===== config.mk =====
export PLATFORM = sky130hd
export DESIGN_NAME = qspi_cmd_sequencer
export DESIGN_NICKNAME = d
export VERILOG_FILES = /design/src/rtl/qspi_cmd_sequencer_pkg.sv /design/src/rtl/qspi_cmd_sequencer_sck_div.sv /design/src/rtl/qspi_cmd_sequencer.sv
export SDC_FILE = /design/constraint.sdc
export NUM_CORES = 1
export LEC_CHECK = 0
export CAP_MARGIN = 20
export CORE_MARGIN = 5
export CORE_UTILIZATION = 53
export CTS_BUF_LIST = sky130_fd_sc_hd__clkbuf_8
export DETAILED_ROUTE_END_ITERATION = 6
export HOLD_SLACK_MARGIN = 0.1
export PLACE_DENSITY = 0.91
export REMOVE_ABC_BUFFERS = 1
export SLEW_MARGIN = 40
export SYNTH_ARGS = -nofsm -noshare
export SYNTH_HDL_FRONTEND = slang
export SYNTH_HIERARCHICAL = 1
export SYNTH_SLANG_ARGS = --single-unit

===== constraint.sdc =====
create_clock -name clk -period 3.2 [get_ports clk]
set_input_delay 0.8 -clock clk [delete_from_list [all_inputs] [get_ports clk]]
set_output_delay 0.8 -clock clk [all_outputs]
set_load 0.02 [all_outputs]

===== src/rtl/qspi_cmd_sequencer_pkg.sv =====
// qspi_pkg
// Shared types and defaults for the QSPI command/address sequencer.
//   seq_state_t    : sequencer state encoding
//   BITS_PER_BYTE  : bits shifted per byte on IO0
//   DEF_CLK_DIV    : default clk cycles per sck half-period
//   DEF_ADDR_BYTES : default number of address bytes
package qspi_pkg;

  typedef enum logic [2:0] {
    IDLE     = 3'd0,
    CS_SETUP = 3'd1,
    SHIFT    = 3'd2,
    DUMMY    = 3'd3,
    HANDOFF  = 3'd4,
    CS_HOLD  = 3'd5,
    DESELECT = 3'd6
  } seq_state_t;

  localparam int BITS_PER_BYTE  = 8;
  localparam int DEF_CLK_DIV    = 2;
  localparam int DEF_ADDR_BYTES = 3;

endpackage


===== src/rtl/qspi_cmd_sequencer_sck_div.sv =====
// qspi_sck_div
// Half-period divider and sck generator.
//   clk, rst : system clock, async active-high reset
//   en       : count div_cnt 0..CLK_DIV-1
//   tog_en   : toggle sck on each tick
//   clr      : clear div_cnt and force sck low (has priority over en)
//   tick     : high in the terminal-count cycle of div_cnt
//   sck      : serial clock, idles low
module qspi_sck_div
  import qspi_pkg::*;
#(
  parameter int CLK_DIV = DEF_CLK_DIV
) (
  input  logic clk,
  input  logic rst,
  input  logic en,
  input  logic tog_en,
  input  logic clr,
  output logic tick,
  output logic sck
);

  localparam int CW = (CLK_DIV > 1) ? $clog2(CLK_DIV) : 1;
  localparam logic [CW-1:0] TC = CW'(CLK_DIV - 1);

  logic [CW-1:0] div_cnt;

  assign tick = en && (div_cnt == TC);

  always_ff @(posedge clk or posedge rst) begin
    if (rst) begin
      div_cnt <= '0;
      sck     <= 1'b0;
    end else if (clr) begin
      div_cnt <= '0;
      sck     <= 1'b0;
    end else if (en) begin
      if (tick) begin
        // wrapping on tick means every tick-driven state change enters with div_cnt=0
        div_cnt <= '0;
        if (tog_en) sck <= ~sck;
      end else begin
        div_cnt <= div_cnt + CW'(1);
      end
    end
  end

endmodule


===== src/rtl/qspi_cmd_sequencer.sv =====
// qspi_cmd_sequencer
// Drives cs_n/sck and the IO0 shift register through the command, address
// and dummy phases of a QSPI transaction, then hands off to the data engine.
//   clk, rst       : system clock, async active-high reset
//   start          : request pulse, taken only while ready
//   cmd, addr      : instruction byte and address (MSB byte first)
//   addr_en        : send ADDR_BYTES address bytes after cmd
//   dummy_cycles   : full sck periods after the last byte
//   cs_release     : data engine finished (honoured in HANDOFF only)
//   abort          : immediate termination back to IDLE
//   ready/busy     : idle indication and its complement
//   done           : one-cycle pulse at entry to HANDOFF
//   sr_data/sr_load/sr_shift_en : shift register controls
//   sck, cs_n      : serial clock (mode 0) and chip select
//
// state    | meaning
// ---------+-----------------------------------------------------
// IDLE     | ready, cs_n high, waiting for start
// CS_SETUP | cs_n low, cmd loaded, sck held low for CLK_DIV cycles
// SHIFT    | toggling sck, shifting cmd then address bytes
// DUMMY    | toggling sck for dummy_cycles periods, no strobes
// HANDOFF  | done pulsed, cs_n low, waiting for cs_release
// CS_HOLD  | cs_n still low for CLK_DIV cycles
// DESELECT | cs_n high for CLK_DIV cycles before ready
module qspi_cmd_sequencer
  import qspi_pkg::*;
#(
  parameter int CLK_DIV    = DEF_CLK_DIV,
  parameter int ADDR_BYTES = DEF_ADDR_BYTES,
  parameter int DUMMY_W    = 4
) (
  input  logic                    clk,
  input  logic                    rst,
  input  logic                    start,
  input  logic [7:0]              cmd,
  input  logic [8*ADDR_BYTES-1:0] addr,
  input  logic                    addr_en,
  input  logic [DUMMY_W-1:0]      dummy_cycles,
  input  logic                    cs_release,
  input  logic                    abort,
  output logic                    ready,
  output logic                    busy,
  output logic                    done,
  output logic [7:0]              sr_data,
  output logic                    sr_load,
  output logic                    sr_shift_en,
  output logic                    sck,
  output logic                    cs_n
);

  localparam int AW = 8 * ADDR_BYTES;

  seq_state_t         state;
  logic [2:0]         bit_cnt;
  logic [2:0]         bytes_left;
  logic [DUMMY_W-1:0] dummy_left;
  logic [AW-1:0]      addr_q;

  logic div_en;
  logic div_tog;
  logic div_clr;
  logic tick;
  logic fall_tick;

  assign div_en  = (state == CS_SETUP) || (state == SHIFT) || (state == DUMMY) ||
                   (state == CS_HOLD)  || (state == DESELECT);
  assign div_tog = (state == SHIFT) || (state == DUMMY);
  // idle/handoff hold the divider cleared so every timed state starts from zero
  assign div_clr = abort || !div_en;

  // a tick while sck is high is the falling edge about to happen
  assign fall_tick = tick && sck;

  assign busy = ~ready;

  qspi_sck_div #(
    .CLK_DIV (CLK_DIV)
  ) u_sck_div (
    .clk    (clk),
    .rst    (rst),
    .en     (div_en),
    .tog_en (div_tog),
    .clr    (div_clr),
    .tick   (tick),
    .sck    (sck)
  );

  always_ff @(posedge clk or posedge rst) begin
    if (rst) begin
      state       <= IDLE;
      ready       <= 1'b1;
      done        <= 1'b0;
      sr_data     <= 8'h00;
      sr_load     <= 1'b0;
      sr_shift_en <= 1'b0;
      cs_n        <= 1'b1;
      bit_cnt     <= 3'd0;
      bytes_left  <= 3'd0;
      dummy_left  <= '0;
      addr_q      <= '0;
    end else begin
      done        <= 1'b0;
      sr_load     <= 1'b0;
      sr_shift_en <= 1'b0;

      if (abort && (state != IDLE)) begin
        state   <= IDLE;
        ready   <= 1'b1;
        cs_n    <= 1'b1;
        sr_data <= 8'h00;
        bit_cnt <= 3'd0;
      end else begin
        case (state)
          IDLE: begin
            if (start && ready) begin
              addr_q     <= addr;
              bytes_left <= addr_en ? 3'(ADDR_BYTES) : 3'd0;
              dummy_left <= dummy_cycles;
              bit_cnt    <= 3'd0;
              sr_data    <= cmd;
              sr_load    <= 1'b1;
              cs_n       <= 1'b0;
              ready      <= 1'b0;
              state      <= CS_SETUP;
            end
          end

          CS_SETUP: begin
            if (tick) state <= SHIFT;
          end

          SHIFT: begin
            if (fall_tick) begin
              if (bit_cnt != 3'(BITS_PER_BYTE - 1)) begin
                sr_shift_en <= 1'b1;
                bit_cnt     <= bit_cnt + 3'd1;
              end else begin
                bit_cnt <= 3'd0;
                sr_load <= 1'b1;
                if (bytes_left != 3'd0) begin
                  sr_data    <= addr_q[AW-1 -: 8];
                  addr_q     <= addr_q << 8;
                  bytes_left <= bytes_left - 3'd1;
                end else begin
                  // park IO0 low for the dummy/handoff phases
                  sr_data <= 8'h00;
                  if (dummy_left != '0) begin
                    state <= DUMMY;
                  end else begin
                    state <= HANDOFF;
                    done  <= 1'b1;
                  end
                end
              end
            end
          end

          DUMMY: begin
            if (fall_tick) begin
              dummy_left <= dummy_left - DUMMY_W'(1);
              if (dummy_left == DUMMY_W'(1)) begin
                state <= HANDOFF;
                done  <= 1'b1;
              end
            end
          end

          HANDOFF: begin
            if (cs_release) state <= CS_HOLD;
          end

          CS_HOLD: begin
            if (tick) begin
              cs_n  <= 1'b1;
              state <= DESELECT;
            end
          end

          DESELECT: begin
            if (tick) begin
              ready <= 1'b1;
              state <= IDLE;
            end
          end

          default: begin
            state <= IDLE;
            ready <= 1'b1;
            cs_n  <= 1'b1;
          end
        endcase
      end
    end
  end

endmodule


==> results of run 1 <==
[layout make-up]
| cell class | instances | share of cell area |
|---|---|---|
| repair buffers | 65 | 0.1736 |
| inverters | 11 | 0.01176 |
| multi-input cells | 212 | 0.4002 |
| well taps | 70 | 0.02421 |
| clock inverters | 3 | 0.01072 |
| flip-flops and latches | 52 | 0.3604 |
| clock buffers | 5 | 0.01902 |
[per-stage QoR]
stage               hold slack, ns  utilization  std cells  power, mW
global route                0.5141       0.6993        418      2.615
detailed placement          0.4788       0.6783        410      2.042
global placement            0.4693       0.6783        410      1.989
finish                      0.4943       0.6993        418      2.470
CTS                         0.4976       0.6991        418      2.483
floorplan                   0.4538            -        275      1.688
[Yosys cell counts (3+ instances only)]
| library cell | count | area, sq um |
|---|---|---|
| nand2_1 | 65 | 244.0 |
| dfrtp_1 | 50 | 1251 |
| mux2_2 | 19 | 214.0 |
| a21oi_1 | 16 | 80.08 |
| nand3_1 | 14 | 70.07 |
| inv_1 | 11 | 41.29 |
| nor2_1 | 11 | 41.29 |
| mux2_4 | 10 | 150.1 |
| a22o_1 | 9 | 78.83 |
| o21ai_0 | 9 | 45.04 |
| clkbuf_1 | 8 | 30.03 |
| buf_2 | 6 | 30.03 |
| ha_1 | 6 | 75.07 |
| and2_1 | 5 | 31.28 |
| nor3_1 | 4 | 20.02 |
| nor2b_1 | 3 | 18.77 |
[layer usage]
metal	vias up	track usage	wire (um)
met3	16	0.04442	358
met5	-	0	0
met2	87	0.3319	3290
li1	1120	-	-
met1	1125	0.2263	2739
met4	0	0.07310	143
[critical path: stages (launching register included)]
cell     delay [ns]
dfrtp_1        0.58
nand3_1        0.14
and2_1         0.20
and2_1         0.27
and2_1         0.31
a22oi_2        0.14
nor3_4         0.18
buf_4          0.30
mux2_2         0.37
[power groups by stage]
stage | clock (mW) | combinational, mW | sequential, mW
final | 0.440 | 0.937 | 1.09
after floorplan | 0 | 0.548 | 1.14
after global routing | 0.469 | 1.02 | 1.13
after detailed placement | 0 | 0.943 | 1.10
after CTS | 0.446 | 0.945 | 1.09
after global placement | 0 | 0.901 | 1.09
[state kept, by name (all words and copies together), names as in the netlist]
| signal | cells |
|---|---|
| state | 3 |
| done | 1 |
| cs_n | 1 |
| u_sck_div/div_cnt | 1 |
| bytes_left | 3 |
| sr_data | 8 |
| sr_shift_en | 1 |
| bit_cnt | 3 |
| sr_load | 1 |
| ready | 1 |
| dummy_left | 4 |
| addr_q | 24 |
| u_sck_div/sck | 1 |
[logic make-up (layout without fill, tap and decap cells)]
| family | after synthesis | count (layout) | share of synthesized area |
|---|---|---|---|
| AOI/OAI and AO/OA | 53 | 53 | 0.1368 |
| xor gates and xnor gates | 1 | 1 | 0.003051 |
| adders and majority gates | 6 | 6 | 0.02614 |
| buffers and inverters | 28 | 84 | 0.04183 |
| DFF | 52 | 52 | 0.4540 |
| muxes | 29 | 29 | 0.1268 |
| and+or+nand+nor | 123 | 123 | 0.2113 |
[worst paths after layout]
| path | start | slack, ns | cells past startpoint | to |
|---|---|---|---|---|
| setup / recovery | state[2] | 0.59 | 8 | addr_q[22] |
| hold / removal | bit_cnt[1] | 0.49 | 2 | bit_cnt[1] |
| setup reg to reg | state[2] | 0.59 | 8 | addr_q[22] |
| hold reg to reg | bit_cnt[1] | 0.49 | 2 | bit_cnt[1] |
| max in group asynchronous | rst | 1.74 | 3 | sr_data[6] |
| min in group asynchronous | rst | 0.69 | 2 | u_sck_div/sck |
==> flow_metrics.tcl, run 1 <==
set metrics [dict create \
    status "finished clean" \
    final_cell_mix "nand2_1 (65), clkdlybuf4s50_1 (56), dfrtp_1 (50)" \
    dpl_cell_area_sq_um 3508 \
    yosysWarningCount 6 \
    start_kind "flop" \
    antenna_cells 0 \
    cts_sinks 52 \
    initial_core_util 0.5552 \
    drt_iter0_markers 101 \
    worstPathArrival_ns 2.80 \
    synth_area_sq_um 2872 \
    htreeDepth 2 \
    timing.final.ws_setup_ns 0.5870 \
    leakage_nw 1.617 \
    syn_avg_cell_area_sq_um 9.834 \
    die_h_um 83.61 \
    p_sw_frac 0.3220 \
    gr-total-overflow 0 \
    async_flop_share 1.000 \
    dpl_worst_slack_ns 0.4622 \
    place_congestion 0.8470 \
    cts_tree "done" \
    viasPerCell 5.617 \
    crit_type "flop to flop" \
    grt_max_degree 38 \
    multi_input_comb_area_sq_um 1448 \
    nFillCells 383 \
    fin_area_sq_um 3617 \
    vias 2348 \
    ctsResizeCount 0 \
    io_pins 57 \
    post-dp-hpwl_mm 4.897 \
    crit_required_ns 3.39 \
    dieArea_sq_um 6990 \
    grt_use_total 0.1902 \
    hp-class "flop to flop" \
    root_buffer "clkbuf_8" \
    timing.critical_path.to_type "flop" \
    vdd.ir_drop.worst_v 0.0004061 \
    fp.dieW_um 83.61 \
    drt_pass1_iterations 4 \
    synthCells 292 \
    rsz0062_at_grt "false" \
    synth_cell_type_count 53 \
    comb_power_share 0.379 \
    cts_buffers 5 \
    nets 395 \
    finalSetupTns_ns 0 \
    synthToLayoutAreaGrowth_pct 25.97 \
    hold_viol 0 \
    synthFlopType "dfrtp_1" \
    antenna_found_initial 0 \
    wl_per_cell_um 15.62 \
    pwr_density_cell_nw_per_um2 682.9 \
    grt_pass1_wl_mm 11.05 \
    hold_buffers 0 \
    ys_seq_elements 52 \
    route.detailed.drc 0 \
    setup-violations-final 0 \
    slew_headroom 0.5699 \
    yosysSeqAreaShare 0.4540 \
    drv_cap 0 \
    rows 26 \
    grt_pass1_vias 2440 \
    skew_ns 0.01032 \
    switchingPower_uw 795.3 \
    fmax_mhz 382.7 \
    drt_wl_total_mm 6.531 \
    final_antenna_net_count 0 \
    tightest_slew_ns 0.6445 \
    power_frac_clock 0.178 \
    cts_setup_buffers 0 \
    register_area_sq_um 1304 \
    finalCritPeriodShare 0.8166 \
    drive_gt1_frac 0.1667 \
    synth_edf_count 0 \
    insertion_delay_ns 0.31 \
    min_period_ns 2.613 \
    crit_fanout 18 \
    portBuffers 56 \
    finalMaxSlewViolations 0 \
    p_int_mw 1.675 \
    layout_commonest_cell "nand2_1" \
    cts_max_path_buffers 2 \
    path_clk_slew_ns 0.09 \
    core-area_sq_um 5172 \
    seqPwrFrac 0.443 \
]
Power figures use the tool's default switching activity.
==> run 2: changes to the inputs <==
Settings changed: CORE_UTILIZATION 53 to 48, PLACE_DENSITY 0.91 to 0.87.
Clock period 3.2 ns to 2.1 ns, I/O delays scaled along.
==> run 2 against run 1 <==
Compared with the run above: routed wire length up 9.2%; via count up 4.6%; non-clock buffer count up 25; register-to-register slack worse by 0.56 ns; global-route usage up 0.50 points; final cell count up 7.2%; worst hold slack worse by 0.082 ns; clock-buffer cell count up 1; critical path depth unchanged; first-iteration DRC count up 27%; power up 56%; flip-flop and latch count unchanged; critical endpoint is now addr_q[13]; largest power group unchanged; highest routed layer unchanged.
==> flow_metrics.tcl, run 2 (synthesized netlist as in run 1, its figures left out) <==
set metrics [dict create \
    status "finished clean" \
    vias 2457 \
    nFillCells 471 \
    cts_sinks 52 \
    grt_pass1_wl_mm 11.88 \
    io_pins 57 \
    drive_gt1_frac 0.2413 \
    p_total_mw 3.854 \
    fin_area_sq_um 3859 \
    drv_cap 0 \
    vdd.ir_drop.worst_v 0.0006190 \
    die_h_um 87.35 \
    nets 420 \
    gr-total-overflow 0 \
    multi_input_comb_area_sq_um 1484 \
    final_cell_mix "nand2_1 (65), clkdlybuf4s50_1 (56), dfrtp_1 (50)" \
    core-area_sq_um 5886 \
    cts_buffers 5 \
    fmax_mhz 481.7 \
    path_common_cell "and2_4" \
    fp.dieW_um 87.35 \
    top_register "addr_q" \
    min_period_ns 2.076 \
    crit_chain "or2_2 -> and2_4 -> and2_4 -> and2_4 -> a22oi_2 -> nor3_4 -> buf_4 -> mux2_4" \
    grt_use_total 0.1952 \
    wl_per_cell_um 15.92 \
    path_clk_slew_ns 0.09 \
    hold_viol 0 \
    htreeDepth 2 \
    leakage_nw 1.756 \
    slew_headroom 0.6671 \
    worstPathArrival_ns 2.28 \
    slowest_delay_ns 0.40 \
    cts_tree "done" \
    initial_core_util 0.4879 \
    crit_path_top_delay_cell "dfrtp_1" \
    rows 28 \
    portBuffers 56 \
    crit_fanout 5 \
    start_kind "flop" \
    crit_type "flop to flop" \
    dp.cells 434 \
    largest_reg_flops 24 \
    drt_pass1_iterations 4 \
    insertion_delay_ns 0.31 \
    route.detailed.drc 0 \
    finalCritPeriodShare 0.9885 \
    hp-class "primary input to asynchronous set/reset pin" \
    post-dp-hpwl_mm 5.192 \
    finalMaxSlewViolations 0 \
    setup-violations-final 0 \
    root_buffer "clkbuf_8" \
    dpl_worst_slack_ns -0.1701 \
    drt_wl_total_mm 7.131 \
    synthToLayoutAreaGrowth_pct 34.38 \
    crit_required_ns 2.30 \
    skew_ns 0.005039 \
    timing.critical_path.to_type "flop" \
    timing.final.ws_setup_ns 0.02406 \
    antenna_cells 0 \
    dpl_cell_area_sq_um 3682 \
    layout_commonest_cell "nand2_1" \
    cts_max_path_buffers 2 \
    drt_iter0_markers 128 \
    largestRegisters "addr_q x24, sr_data x8, dummy_left x4" \
    pwr_density_cell_nw_per_um2 998.9 \
    register_area_sq_um 1304 \
    rsz0062_at_grt "true" \
    finalSetupTns_ns 0 \
    hold_buffers 0 \
    dieArea_sq_um 7629 \
    grt_max_degree 36 \
    final_antenna_net_count 0 \
    grt_pass1_vias 2661 \
    fin_cells 448 \
    antenna_found_initial 0 \
    tightest_slew_ns 0.4983 \
    place_congestion 0.8312 \
    viasPerCell 5.484 \
]
run 2: area by class of cell:
cell class                      instances  share of cell area
Clock buffer                            6             0.02140
Clock inverter                          2            0.002594
Inverter                               11             0.01070
Multi-Input combinational cell        212              0.3846
Sequential cell                        52              0.3379
Tap cell                               75             0.02432
Timing Repair Buffer                   90              0.2185
run 2: repair_timing:
action	in CTS	in global routing
gates cloned	0	1
resized for setup	5	9
endpoints found under the setup margin	38	42
pin swaps	4	6
buffers inserted	7	0
run 2: per-layer routing:
layer,wire (um),GRT usage
met5,0,0
met4,124,0.05160
met3,386,0.03500
met2,3686,0.3582
met1,2933,0.2326
run 2: where the power goes:
group          internal (mW)  switching, mW  total (mW)
clock                  0.264          0.331       0.594
combinational          0.910          0.688        1.60
sequential              1.41          0.252        1.66
total                   2.58           1.27        3.85
run 2: worst max-delay path: cells and delay by family (launching register included):
kind	cells	cell delay, ns
simple gates	5	0.86
compound gates	1	0.23
mux	1	0.30
flops	1	0.40
buf+inv	1	0.17
run 2: metrics by stage:
step                utilization  hold slack [ns]
floorplan                     -           0.2662
global placement         0.6256           0.4672
detailed placement       0.6256           0.4868
CTS                      0.6497           0.4145
global route             0.6556           0.4126
finish                   0.6556           0.4122
run 2: path summary, 6_finish.rpt:
| path | startpoint | endpoint | slack, ns | depth (start not counted) |
|---|---|---|---|---|
| worst max-delay path | state[1] | addr_q[13] | 0.02 | 8 |
| worst min-delay path | rst | u_sck_div/sck | 0.41 | 2 |
| worst max register to register | state[1] | addr_q[13] | 0.02 | 8 |
| worst min register to register | bit_cnt[2] | bit_cnt[2] | 0.51 | 2 |
| max in group asynchronous | rst | sr_data[4] | 1.06 | 3 |
| min in group clk | bit_cnt[2] | bit_cnt[2] | 0.51 | 2 |
